File: src/rtl/out_port_uart_tx_pkg.sv
// Shared definitions for out_port_uart_tx: FSM state encoding, UART frame
// layout and the parity helper used when OUT_PORT_UART_TX_PARITY_EN is defined.
package out_port_uart_tx_pkg;

  typedef logic [2:0] state_t;

  localparam state_t ST_IDLE   = 3'd0;
  localparam state_t ST_START  = 3'd1;
  localparam state_t ST_DATA   = 3'd2;
  localparam state_t ST_STOP   = 3'd3;
  localparam state_t ST_PARITY = 3'd4;

  localparam logic START_BIT      = 1'b0;
  localparam logic STOP_BIT       = 1'b1;
  localparam int   DATA_BITS      = 8;
  localparam int   BYTES_PER_WORD = 2;
  localparam int   WORD_BITS      = DATA_BITS * BYTES_PER_WORD;

  localparam logic [2:0] LAST_DATA_BIT = 3'(DATA_BITS - 1);

  // Even parity: the parity bit makes the total count of ones even.
  function automatic logic even_parity(input logic [DATA_BITS-1:0] b);
    return ^b;
  endfunction

endpackage

File: src/rtl/out_fifo.sv
// Small synchronous FIFO with registered occupancy count; reads return the
// current head combinationally and a read pops it on the clock edge.
module out_fifo #(
  parameter int WIDTH      = 16,
  parameter int DEPTH_LOG2 = 2
) (
  input  logic                  i_clk,
  input  logic                  i_rst_n,
  input  logic                  i_wr,
  input  logic                  i_rd,
  input  logic [WIDTH-1:0]      i_data,
  output logic [WIDTH-1:0]      o_data,
  output logic                  o_full,
  output logic                  o_empty,
  output logic [DEPTH_LOG2:0]   o_count
);

  localparam int DEPTH = 1 << DEPTH_LOG2;
  localparam logic [DEPTH_LOG2:0] FULL_COUNT = (DEPTH_LOG2+1)'(DEPTH);

  logic [WIDTH-1:0]      r_mem [DEPTH];
  logic [DEPTH_LOG2-1:0] r_wr_ptr;
  logic [DEPTH_LOG2-1:0] r_rd_ptr;
  logic [DEPTH_LOG2:0]   r_count;
  logic                  w_do_wr;
  logic                  w_do_rd;

  // Full/empty come from the registered count only, so a pop in the same
  // cycle never frees a slot for a write until the following cycle.
  assign o_full  = (r_count == FULL_COUNT);
  assign o_empty = (r_count == '0);
  assign o_count = r_count;
  assign o_data  = r_mem[r_rd_ptr];

  assign w_do_wr = i_wr && !o_full;
  assign w_do_rd = i_rd && !o_empty;

  always_ff @(posedge i_clk) begin
    if (w_do_wr) begin
      r_mem[r_wr_ptr] <= i_data;
    end
  end

  always_ff @(posedge i_clk or negedge i_rst_n) begin
    if (!i_rst_n) begin
      r_wr_ptr <= '0;
      r_rd_ptr <= '0;
      r_count  <= '0;
    end else begin
      if (w_do_wr) begin
        r_wr_ptr <= r_wr_ptr + 1'b1;
      end
      if (w_do_rd) begin
        r_rd_ptr <= r_rd_ptr + 1'b1;
      end
      case ({w_do_wr, w_do_rd})
        2'b10:   r_count <= r_count + 1'b1;
        2'b01:   r_count <= r_count - 1'b1;
        default: r_count <= r_count;
      endcase
    end
  end

endmodule

File: src/rtl/out_port_uart_tx.sv
// OUT-port consumer: buffers 16-bit core writes and sends each as two UART
// frames, low byte first. Define OUT_PORT_UART_TX_PARITY_EN for even parity.
module out_port_uart_tx #(
  parameter int CLKS_PER_BIT    = 104,
  parameter int FIFO_DEPTH_LOG2 = 2
) (
  input  logic        i_clk,
  input  logic        i_rst_n,
  input  logic        i_wr,
  input  logic [15:0] i_data,
  output logic        o_ready,
  output logic        o_tx,
  output logic        o_busy,
  output logic        o_overflow
);

  import out_port_uart_tx_pkg::*;

  localparam int BAUD_W = (CLKS_PER_BIT > 1) ? $clog2(CLKS_PER_BIT) : 1;
  localparam logic [BAUD_W-1:0] BAUD_LAST = BAUD_W'(CLKS_PER_BIT - 1);

  state_t                   r_state;
  logic [BAUD_W-1:0]        r_baud;
  logic [2:0]               r_bit_idx;
  logic                     r_byte_sel;
  logic [WORD_BITS-1:0]     r_shift;
  logic                     r_tx;
  logic                     r_overflow;
`ifdef OUT_PORT_UART_TX_PARITY_EN
  logic                     r_parity;
`endif

  logic [WORD_BITS-1:0]     w_fifo_data;
  logic                     w_full;
  logic                     w_empty;
  logic [FIFO_DEPTH_LOG2:0] w_count;
  logic                     w_wr_accept;
  logic                     w_pop;
  logic                     w_bit_end;

  assign w_wr_accept = i_wr && !w_full;
  assign w_bit_end   = (r_baud == BAUD_LAST);

  // A word leaves the FIFO either when idle or at the very end of a high-byte
  // stop bit, which is what lets consecutive words run with no idle gap.
  assign w_pop = !w_empty &&
                 ((r_state == ST_IDLE) ||
                  ((r_state == ST_STOP) && w_bit_end && r_byte_sel));

  out_fifo #(
    .WIDTH      (WORD_BITS),
    .DEPTH_LOG2 (FIFO_DEPTH_LOG2)
  ) u_fifo (
    .i_clk   (i_clk),
    .i_rst_n (i_rst_n),
    .i_wr    (w_wr_accept),
    .i_rd    (w_pop),
    .i_data  (i_data),
    .o_data  (w_fifo_data),
    .o_full  (w_full),
    .o_empty (w_empty),
    .o_count (w_count)
  );

  always_ff @(posedge i_clk or negedge i_rst_n) begin
    if (!i_rst_n) begin
      r_baud <= '0;
    end else if ((r_state == ST_IDLE) || w_bit_end) begin
      r_baud <= '0;
    end else begin
      r_baud <= r_baud + 1'b1;
    end
  end

  // o_tx is registered and updated on the same edge as each state change,
  // so every bit cell is exactly CLKS_PER_BIT cycles wide.
  always_ff @(posedge i_clk or negedge i_rst_n) begin
    if (!i_rst_n) begin
      r_state    <= ST_IDLE;
      r_bit_idx  <= '0;
      r_byte_sel <= 1'b0;
      r_shift    <= '0;
      r_tx       <= STOP_BIT;
`ifdef OUT_PORT_UART_TX_PARITY_EN
      r_parity   <= 1'b0;
`endif
    end else begin
      case (r_state)
        ST_IDLE: begin
          if (!w_empty) begin
            r_shift    <= w_fifo_data;
            r_byte_sel <= 1'b0;
            r_tx       <= START_BIT;
            r_state    <= ST_START;
          end
        end
        ST_START: begin
          if (w_bit_end) begin
            r_bit_idx <= '0;
            r_tx      <= r_shift[0];
            r_state   <= ST_DATA;
`ifdef OUT_PORT_UART_TX_PARITY_EN
            r_parity  <= even_parity(r_shift[DATA_BITS-1:0]);
`endif
          end
        end
        ST_DATA: begin
          if (w_bit_end) begin
            // After eight shifts the high byte sits in the low bits.
            r_shift <= {1'b0, r_shift[WORD_BITS-1:1]};
            if (r_bit_idx == LAST_DATA_BIT) begin
`ifdef OUT_PORT_UART_TX_PARITY_EN
              r_tx    <= r_parity;
              r_state <= ST_PARITY;
`else
              r_tx    <= STOP_BIT;
              r_state <= ST_STOP;
`endif
            end else begin
              r_bit_idx <= r_bit_idx + 1'b1;
              r_tx      <= r_shift[1];
            end
          end
        end
`ifdef OUT_PORT_UART_TX_PARITY_EN
        ST_PARITY: begin
          if (w_bit_end) begin
            r_tx    <= STOP_BIT;
            r_state <= ST_STOP;
          end
        end
`endif
        ST_STOP: begin
          if (w_bit_end) begin
            if (!r_byte_sel) begin
              r_byte_sel <= 1'b1;
              r_tx       <= START_BIT;
              r_state    <= ST_START;
            end else if (!w_empty) begin
              r_shift    <= w_fifo_data;
              r_byte_sel <= 1'b0;
              r_tx       <= START_BIT;
              r_state    <= ST_START;
            end else begin
              r_tx    <= STOP_BIT;
              r_state <= ST_IDLE;
            end
          end
        end
        default: begin
          r_tx    <= STOP_BIT;
          r_state <= ST_IDLE;
        end
      endcase
    end
  end

  always_ff @(posedge i_clk or negedge i_rst_n) begin
    if (!i_rst_n) begin
      r_overflow <= 1'b0;
    end else if (i_wr && w_full) begin
      r_overflow <= 1'b1;
    end
  end

  assign o_ready    = !w_full;
  assign o_tx       = r_tx;
  assign o_busy     = (r_state != ST_IDLE) || (w_count != '0);
  assign o_overflow = r_overflow;

endmodule
File: config.mk
export PLATFORM = sky130hd
export DESIGN_NAME = out_port_uart_tx
export DESIGN_NICKNAME = d
export VERILOG_FILES = /design/src/rtl/out_port_uart_tx_pkg.sv /design/src/rtl/out_fifo.sv /design/src/rtl/out_port_uart_tx.sv
export SDC_FILE = /design/constraint.sdc
export NUM_CORES = 1
export LEC_CHECK = 0
export CAP_MARGIN = 20
export CORE_AREA = 2 2 132 134
export DETAILED_ROUTE_END_ITERATION = 10
export DIE_AREA = 0 0 134 136
export GPL_TIMING_DRIVEN = 0
export PLACE_DENSITY = 0.39
export SYNTH_ARGS = -nofsm -noshare
export SYNTH_HDL_FRONTEND = slang
export SYNTH_SLANG_ARGS = --single-unit
File: constraint.sdc
create_clock -name i_clk -period 2.65 [get_ports i_clk]
set_clock_uncertainty 0.2 [all_clocks]
set_input_delay 0.53 -clock i_clk [delete_from_list [all_inputs] [get_ports i_clk]]
set_output_delay 0.53 -clock i_clk [all_outputs]
set_load 0.1 [all_outputs]
==> impl_results.md, run 1 <==
* Post-synth cell types at between 40 and 50
* Endpoint class of the critical path: flip-flop
* Synth Area in Adders at 0.0384
* Htree depth at 3
* Cells after Synth at 296
* Root Driver: clkbuf_16
* Syn avg cell area at 15.0 um^2
* GRT overflow at 0
* Yosys warnings at 0
* HPWL after detailed placement at 5550 um
* Syn nets at 328
* Compound-gate portion of the synthesized area at 0.0370
* Crit path launch type: flip-flop
* Pre-antenna DRT Iters at 4
* Share of cells above drive strength 1 at 0.214
* Rows at 48
* Mux cell area share after synthesis at 0.139
* RSZ-0062 raised after global routing: true
* Routed len/inst at 15.5 um
* Port Buffer Count at 22
* Worst VDD drop at 0.321 mV
* Run status: complete, no violations
* Clock slew at reported path FFs at 0.07 ns
* Comb power frac at 0.161
* Clk Latency, worst-skew pair at 0.34 ns
* Total Routing Usage GR at 0.103
* Initial antenna violation count at 0
* GPL Wtd Cong at 0.700
* Synth Register Bits at 102
* Psw at 0.00106 W
* Final hold violation count at 0
* CP Data Arrival Time at approximately 2.7 ns
* Fin util at 0.312
* XOR/XNOR Fraction of Synth Area at 0.0198
* Post-Place Cells at 544
* Largest stage delay, worst path at approximately 0.37 ns
* Post-Synth Simple-Gate Area at 0.0923
* Slack of the critical path at around 0.063 ns
* Max Cap Violations at 0
* Largest net degree at the start of global routing at 23
* R2r setup slk at around 0.063 ns
* Period utilization at 0.976
* Seq pwr share at 0.528
* Post-CTS Setup Bufs at 0
* Most frequent cells in the layout: edfxtp_1 (64), nand2_1 (53), dfrtp_1 (37)
* Most common cell after layout, fill and taps aside: edfxtp_1
* Clock share of power at 0.310
* Cell area after synthesis at 4430 um^2
* TritonCTS clock tree: done
* Die width at 134 um
* CTS Buf Count at 9
* Crit Path Class: flip-flop to flip-flop
* Die Ht at approximately 140 um
* Deepest clock path buffer count at 2
* Synth-to-Final Area Change at 18.6%
* Vias post-DR at between 2,000 and 2,500
* Data required, critical path at 2.72 ns
* Pwr Density at 739 nW/um^2
* Total Die Area at 18,200 um^2
* Crit-path slowest cell: dfrtp_1
* Antenna cells at 0
* Worst-Margin Slew at 0.999 ns
* Drt total wl at a little under 9000 um
* Final setup viols at 0
* Worst-path maximum fanout at 6
* DRC violations left at 0
* Ranking of synthesized cells by area: edfxtp_1 (43%), dfrtp_1 (21%), mux4_2 (8.1%)
* I/O pins at 23
* Internal cell power at 0.00283 W
* Initial DRC count at roughly 150
* Pre-CTS setup slack at -0.328 ns
* Starting Density at 0.263
* Filler cells at 1,684
* Hold Path Class: flip-flop to flip-flop
* First-pass GRT wire length at 13,900 um
* Clock sink count at 102
* Vias in the first global route at 2,488
* Crit path cell chain: ha_1, and3_1, buf_2, a41oi_2, nor2_2, ha_1, inv_1, fa_1, xor2_1, nor2_1, xor2_1
* Worst rel slew slack at 0.334
* Minimum clock period at 2.59 ns
* Main combinational cell family by area after synthesis: multiplexers
* Number of antenna-violating nets in the routed design at 0
* Max Freq at 387 MHz
* Post-synthesis sequential area ratio at 0.648
* Sw Ratio at 0.273
* Vias per std cell at 4.24
* Lkg Pwr at 2.01 nW
* Non-Filler Instances at between 500 and 600
* Share of the synthesized area in the top cell type at 0.434
* Total core area at around 17,000 um^2
* Pins over their slew limit at 0
* # nets final at 364
* Total Power at 0.00389 W
* Final hold slack at around 0.27 ns
* Area leader, netlist: edfxtp_1
synthesized netlist by cell type (all sizes together):
| master | n |
|---|---|
| edfxtp | 64 |
| nand2 | 55 |
| dfrtp | 37 |
| mux2 | 18 |
| mux4 | 16 |
| ha | 12 |
| inv | 9 |
| o21ai | 8 |
| buf | 7 |
| nor3 | 7 |
| and3 | 6 |
| clkbuf | 6 |
| nand3 | 6 |
| nor2 | 6 |
| xor2 | 6 |
| a21oi | 4 |
| xnor2 | 4 |
| a22o | 3 |
| nor3b | 3 |
| mux2i | 2 |
| a211oi | 1 |
| a21o | 1 |
| a221o | 1 |
| a2bb2oi | 1 |
| a31o | 1 |
| a41oi | 1 |
| and2 | 1 |
| and2b | 1 |
| dfstp | 1 |
| fa | 1 |
| nor2b | 1 |
| nor4 | 1 |
| o211ai | 1 |
| o21a | 1 |
| o221a | 1 |
| or2 | 1 |
| or3 | 1 |
per-stage QoR:
step | area (um^2) | setup TNS [ns]
after floorplan | 4440 | 0
after global placement | 4940 | -10.58
after detailed placement | 4950 | -0.536
after CTS | 5230 | -0.259
after global routing | 5260 | -0.165
final | 5260 | 0
cell families after synthesis:
group | count (synthesis)
flip-flops | 102
AND/OR/NAND/NOR | 89
multiplexers | 36
AO/OA/AOI/OAI | 24
buffers and inverters | 22
adder cells (fa/ha/maj) | 13
XOR/XNOR | 10
power by group through the flow:
stage          Combinational (W)  Sequential [W]  Clock (W)
6_report                0.000626         0.00205    0.00121
3_5_place_dp            0.000619         0.00209          0
2_1_floorplan           0.000362         0.00211          0
5_1_grt                 0.000697         0.00208    0.00132
3_3_place_gp            0.000614         0.00208          0
4_1_cts                 0.000617         0.00206    0.00126
worst max-delay path, delay by kind of cell (launching register included):
kind / cells / cell delay (ns)
AOI/OAI and AO/OA: 1 / 0.16
xor gates and xnor gates: 2 / 0.29
adders and majority gates: 3 / 0.79
buffers and inverters: 2 / 0.24
DFF: 1 / 0.37
and+or+nand+nor: 3 / 0.47
flip-flops by register name, indices dropped and copies added, names as in the netlist:
name             flops
r_state              2
r_bit_idx            3
u_fifo.r_mem        64
r_baud               7
o_tx                 1
r_shift             16
r_byte_sel           1
o_overflow           1
u_fifo.o_count       3
u_fifo.r_rd_ptr      2
u_fifo.r_wr_ptr      2
area by class of cell:
class / instances / area (um^2) / share of cell area
sequential: 102 / 2870 / 0.547
multi-input combinational: 172 / 1470 / 0.279
tap: 225 / 282 / 0.0535
timing repair buffer: 25 / 262 / 0.0497
clock buffer: 12 / 236 / 0.0450
buffer: 13 / 78.8 / 0.0150
inverter: 9 / 33.8 / 0.00642
clock inverter: 4 / 27.5 / 0.00523
repair_timing:
item | CTS | global route
gates resized for setup | 5 | 6
hold endpoints to repair | 15 | 0
setup endpoints to repair | 5 | 4
hold buffers | 1 | 0
final timing paths:
check                      cells after the start                 to      start
max                                           11  u_fifo.o_count[2]  r_baud[0]
min                                            1          r_baud[0]  r_baud[0]
max reg2reg                                   11  u_fifo.o_count[2]  r_baud[0]
min reg2reg                                    1          r_baud[0]  r_baud[0]
max in group asynchronous                      3         r_shift[4]    i_rst_n
min in group asynchronous                      2         r_state[0]    i_rst_n
metal layers:
layer / vias to the layer above / GRT usage / share of wire
met5: - / 0 / 0
met4: 0 / 0.0449 / 0.018
met3: 13 / 0.0280 / 0.025
met2: 27 / 0.172 / 0.49
met1: 1191 / 0.127 / 0.47
li1: 1153 / - / -
Note: power is estimated with default switching activity, not from simulation.
==> run 2: changes to the inputs <==
Settings changed: ABC_AREA set to 1, CORE_AREA 2 2 132 134 to 2 2 135 137, DIE_AREA 0 0 134 136 to 0 0 137 139.
==> impl_results.md, run 2 <==
* Clock sink count at 102
* Max FFs per register at 64
* R2r setup slk at 0.19 ns
* WP depth at 1
* Crit path cell chain: clkdlybuf4s50_1
* Share of cells above drive strength 1 at 0.121
* Max Freq at 392 MHz
* HPWL after detailed placement at about 7400 um
* Comb power frac at 0.162
* Pins over their slew limit at 0
* Crit-path slowest cell: clkdlybuf4s50_1
* Sw Ratio at 0.280
* Final setup viols at 0
* Antenna cells at 0
* CTS Buf Count at 9
* Number of antenna-violating nets in the routed design at 0
* Root Driver: clkbuf_16
* Worst r2r src: r_baud[0]
* Run status: complete, no violations
* Period utilization at 0.963
* Synth Register Bits at 102
* Commonest cells in the netlist: nand2_1 (191), edfxtp_1 (64), nand3_1 (56)
* Pre-antenna DRT Iters at 4
* Reg-to-reg endpoint: u_fifo.o_count[2]
* Yosys warnings at 0
* Total core area at 17,700 um^2
* GPL Wtd Cong at 0.715
* Most Crowded Layer GR: met2
* GRT overflow at 0
* GR Util met2 at 0.206
* # nets final at 554
* Synth-to-Final Area Change at 19.1%
* Area leader, netlist: edfxtp_1
* Initial DRC count at 219
* Crit path launch type: flip-flop
* Critical path destination: o_overflow
* Max Cap Violations at 0
* Port Buffer Count at 22
* Post-synth cell types at 31
* Post-Synth Simple-Gate Area at 0.254
* Worst-path maximum fanout at 2
* Ranking of synthesized cells by area: edfxtp_1 (41%), dfrtp_1 (20%), nand2_1 (15%)
* Main combinational cell family by area after synthesis: simple AND/OR/NAND/NOR gates
* Largest stage delay, worst path at 1.13 ns
* Deepest clock path buffer count at 2
* Clock slew at reported path FFs at 0.07 ns
* XOR/XNOR Fraction of Synth Area at 0.0112
* First-pass GRT wire length at 17,700 um
* Worst-Margin Slew at 0.963 ns
* CP Buf/Inv Count at 1
* TritonCTS clock tree: done
* Minimum clock period at ~2.6 ns
* I/O pins at 23
* Largest registers: u_fifo.r_mem: 64 flops, r_shift: 16 flops, r_baud: 7 flops
* Worst VDD drop at 0.370 mV
* Grt met1 use at 0.157
* Final hold violation count at 0
* CP Data Arrival Time at approximately 1.8 ns
* RSZ-0062 raised after global routing: false
* Vias post-DR at 3,235
* Pwr Density at roughly 720 nW/um^2
* Syn avg cell area at 9.71 um^2
* EDFF count, synth at 64
* Cells after Synth at 483
* Die Ht at 139 um
* Most frequent cells in the layout: nand2_1 (190), edfxtp_1 (64), nand3_1 (56)
* Cell area after synthesis at 4690 um^2
* Vias in the first global route at 3,339
* Met3 usage at 0.0285
* Hold Path Class: flip-flop to flip-flop
* Post-synthesis sequential area ratio at 0.613
* Clk Latency, worst-skew pair at 0.35 ns
* Compound-gate portion of the synthesized area at 0.0221
* Crit path from: o_overflow
* Rows at 49
* Data required, critical path at roughly 1.9 ns
* Synth Area in Adders at 0.0363
* Die width at 137 um
* Lkg Pwr at 2.45 nW
* Worst rel slew slack at 0.356
* Starting Density at 0.266
* Endpoint class of the critical path: primary output
* Worst R2R Path Depth at 11
* Post-synth ARST share at 0.373
* Most common cell after layout, fill and taps aside: nand2_1
* Clock share of power at 0.335
* Mux cell area share after synthesis at 0
* Total Routing Usage GR at 0.123
* Largest Register: u_fifo.r_mem
* Drt total wl at 10,600 um
* Final hold slack at ~0.26 ns
* Largest net degree at the start of global routing at 37
* Ys flop type: edfxtp_1
* Seq pwr share at 0.503
* Post-CTS Setup Bufs at 0
* Setup tns final at 0 ns
* DRC violations left at 0
* Most common cell in the synthesized netlist: nand2_1
* Initial antenna violation count at 0
* Syn nets at 515
* Vias per std cell at 4.28
* Crit Path Class: flip-flop to primary output
* Htree depth at 3
* Share of the synthesized area in the top cell type at 0.410
* Total Die Area at 19,000 um^2
* Cell family with most CP delay: buffers and inverters
* Routed len/inst at 14.0 um
* Psw at 0.00113 W
* Internal cell power at 0.00290 W
## run 2: cell count changes after synthesis, sizes merged, moves of 10 or more
cell   previous run  this run
mux2             18         0
inv               9        47
nand2            55       198
mux4             16         0
nor2              6        18
buf               7        17
nand3             6        59
## run 2: metrics by stage
| stage | util | setup WS, ns | cells | instance area [um^2] | total power (W) |
|---|---|---|---|---|---|
| 6_report | 0.316 | 0.0991 | 756 | 5590 | 0.00403 |
| 5_1_grt | 0.316 | 0.00734 | 756 | 5590 | 0.00426 |
| 4_1_cts | 0.317 | 0.0128 | 756 | 5590 | 0.00410 |
| 3_5_place_dp | 0.299 | -0.184 | 739 | 5290 | 0.00274 |
| 3_3_place_gp | 0.295 | -0.675 | 734 | 5200 | 0.00266 |
| 2_1_floorplan | - | 0.175 | 483 | 4690 | 0.00245 |
## run 2: how the worst min path moves through the flow
stage	from	end	slack [ns]	depth (start not counted)
final	r_baud[0]	r_baud[0]	0.26	1
after detailed placement	i_rst_n	r_baud[5]	0.14	1
after global placement	r_baud[0]	r_baud[0]	0.25	1
after floorplan	i_rst_n	o_overflow	0.03	0
after global routing	o_overflow	o_overflow	0.28	1
after CTS	r_baud[0]	r_baud[0]	0.27	1
## run 2: layout make-up
| class | count | area, um^2 |
|---|---|---|
| clock buffer | 10 | 229 |
| tap | 229 | 287 |
| multi-input combinational | 315 | 1530 |
| sequential | 102 | 2870 |
| timing repair buffer | 28 | 298 |
| clock inverter | 6 | 68.8 |
| buffer | 17 | 113 |
| fill | 1862 | 12100 |
| inverter | 49 | 185 |
## run 2: per-layer routing
layer  share of wire  vias to the layer above
li1                -                     1624
met1            0.46                     1562
met2            0.50                       38
met3           0.028                       11
met4           0.015                        0
met5               0                        -
## run 2: cells by family after synthesis
group,after synthesis
and+or+nand+nor,281
DFF,102
buffers and inverters,66
AOI/OAI and AO/OA,15
adders and majority gates,13
xor gates and xnor gates,6
## run 2: power by group through the flow
stage | combinational, W | clock [W] | sequential, W
final | 0.000652 | 0.00135 | 0.00203
after global routing | 0.000754 | 0.00146 | 0.00205
after CTS | 0.000676 | 0.00140 | 0.00203
after detailed placement | 0.000680 | 0 | 0.00206
after global placement | 0.000591 | 0 | 0.00207
after floorplan | 0.000383 | 0 | 0.00206
## run 2: what timing repair did
item                                    4_1_cts  5_1_grt
gates resized for setup                       5        2
hold buffers                                  1        0
hold endpoints to repair                     37        0
endpoints found under the setup margin        3        1
pin swaps                                     0        0
==> run 3: changes to the inputs <==
Settings changed: ABC_AREA 1 to not set, CORE_AREA 2 2 135 137 to 2 2 112 157, DIE_AREA 0 0 137 139 to 0 0 114 159.
==> impl_results.md, run 3 (same netlist as run 1, synthesis figures left out) <==
* Crit path from: r_baud[0]
* Max FFs per register at 64
* Worst R2R Path Depth at 11
* Worst VDD drop at 0.274 mV
* HPWL after detailed placement at 5700 um
* Worst r2r src: r_baud[0]
* Initial antenna violation count at 0
* # nets final at 364
* Die Ht at between 150 and 200 um
* Pwr Density at 757 nW/um^2
* Worst-path maximum fanout at 6
* TritonCTS clock tree: done
* Initial DRC count at 108
* CP Data Arrival Time at ~2.6 ns
* Vias per std cell at 4.42
* Total Die Area at 18,100 um^2
* Crit Path Class: flip-flop to flip-flop
* Largest stage delay, worst path at 0.40 ns
* Largest registers: u_fifo.r_mem: 64 flops, r_shift: 16 flops, r_baud: 7 flops
* Max Cap Violations at 0
* Non-Filler Instances at 540
* First-pass GRT wire length at 14,000 um
* R2r setup slk at between 0.08 and 0.09 ns
* Drt total wl at 8390 um
* GRT overflow at 0
* Final hold slack at 0.282 ns
* Clock sink count at 102
* Data required, critical path at 2.72 ns
* Worst-Margin Slew at 0.965 ns
* Period utilization at 0.966
* Critical path destination: u_fifo.o_count[2]
* CP Buf/Inv Count at 2
* Lkg Pwr at 2.03 nW
* Total Routing Usage GR at 0.101
* Endpoint class of the critical path: flip-flop
* Reg-to-reg endpoint: u_fifo.o_count[2]
* Cell family with most CP delay: adder cells
* Max Freq at approximately 390 MHz
* DRC violations left at 0
* Routed len/inst at 15.5 um
* Die width at 114 um
* Minimum clock period at 2.56 ns
* Hold Path Class: flip-flop to flip-flop
* Total core area at 16,700 um^2
* Most common cell after layout, fill and taps aside: edfxtp_1
* Setup tns final at 0 ns
* Largest net degree at the start of global routing at 23
* Run status: complete, no violations
* WP depth at 11
* Crit path cell chain: ha_4, and3_1, clkbuf_4, a41oi_2, nor2_2, ha_1, inv_1, fa_1, xor2_1, nor2_1, xor2_1
* CP most frequent cell: xor2_1
* Crit-path slowest cell: dfrtp_1
* Starting Density at 0.266
* Vias in the first global route at between 2,000 and 3,000
* Worst rel slew slack at 0.355
* CTS Buf Count at 9
* GPL Wtd Cong at 0.672
* Crit path launch type: flip-flop
* Share of cells above drive strength 1 at 0.226
* Antenna cells at 0
* Number of antenna-violating nets in the routed design at 0
* Clk Latency, worst-skew pair at 0.34 ns
* Final setup viols at 0
* Root Driver: clkbuf_16
* Total Power at 0.00398 W
* Pins over their slew limit at 0
* Port Buffer Count at 22
* Clock slew at reported path FFs at 0.07 ns
* Most frequent cells in the layout: edfxtp_1 (64), nand2_1 (53), dfrtp_1 (35)
* Largest Register: u_fifo.r_mem
* Synth-to-Final Area Change at 18.8%
* Final hold violation count at 0
* Htree depth at 3
* Fin util at 0.316
* Post-Place Cells at 522
* Deepest clock path buffer count at 2
* I/O pins at 23
* Rows at 56
* Pre-antenna DRT Iters at 4
* Vias post-DR at 2,385
==> run 3: cell type report <==
cell class / instances / area, um^2
plain buffers: 13 / 83.8
clock buffers: 10 / 229
clock inverters: 6 / 68.8
fillers: 1678 / 11400
inverters: 9 / 33.8
multi-input cells: 172 / 1480
flip-flops and latches: 102 / 2880
well taps: 203 / 254
repair buffers: 25 / 241
==> run 3: timing repair <==
| action | CTS | global route |
|---|---|---|
| endpoints found under the hold margin | 15 | 0 |
| pin swaps | 0 | 3 |
| setup endpoints to repair | 4 | 3 |
| hold buffers | 1 | 0 |
| resized for setup | 8 | 12 |
| buffers inserted | 0 | 1 |
==> run 3: through the flow <==
stage	setup slack, ns	cell area [um^2]
floorplan	0.204	4440
global placement	-0.289	4910
detailed placement	-0.273	4920
CTS	-0.0479	5240
global route	-0.0266	5270
finish	0.0890	5270
==> run 3: worst min path at each step <==
stage	startpoint	to	slack (ns)	cells after the start
floorplan	i_rst_n	o_overflow	0.03	0
global placement	r_baud[0]	r_baud[0]	0.26	1
detailed placement	r_baud[0]	r_baud[0]	0.27	1
CTS	r_baud[0]	r_baud[0]	0.28	1
global route	o_overflow	o_overflow	0.32	1
finish	o_overflow	o_overflow	0.28	1
==> run 3: power breakdown <==
group          internal [W]  switching [W]
combinational      0.000207       0.000382
clock              0.000742       0.000595
sequential          0.00196      0.0000936
==> run 3: layer usage <==
metal  vias to the layer above  GRT usage  wire (um)
li1                       1148          -          -
met4                         0     0.0432        155
met5                         -          0          0
met2                        23      0.178       4430
met1                      1207      0.116       3620
met3                         7     0.0232        184
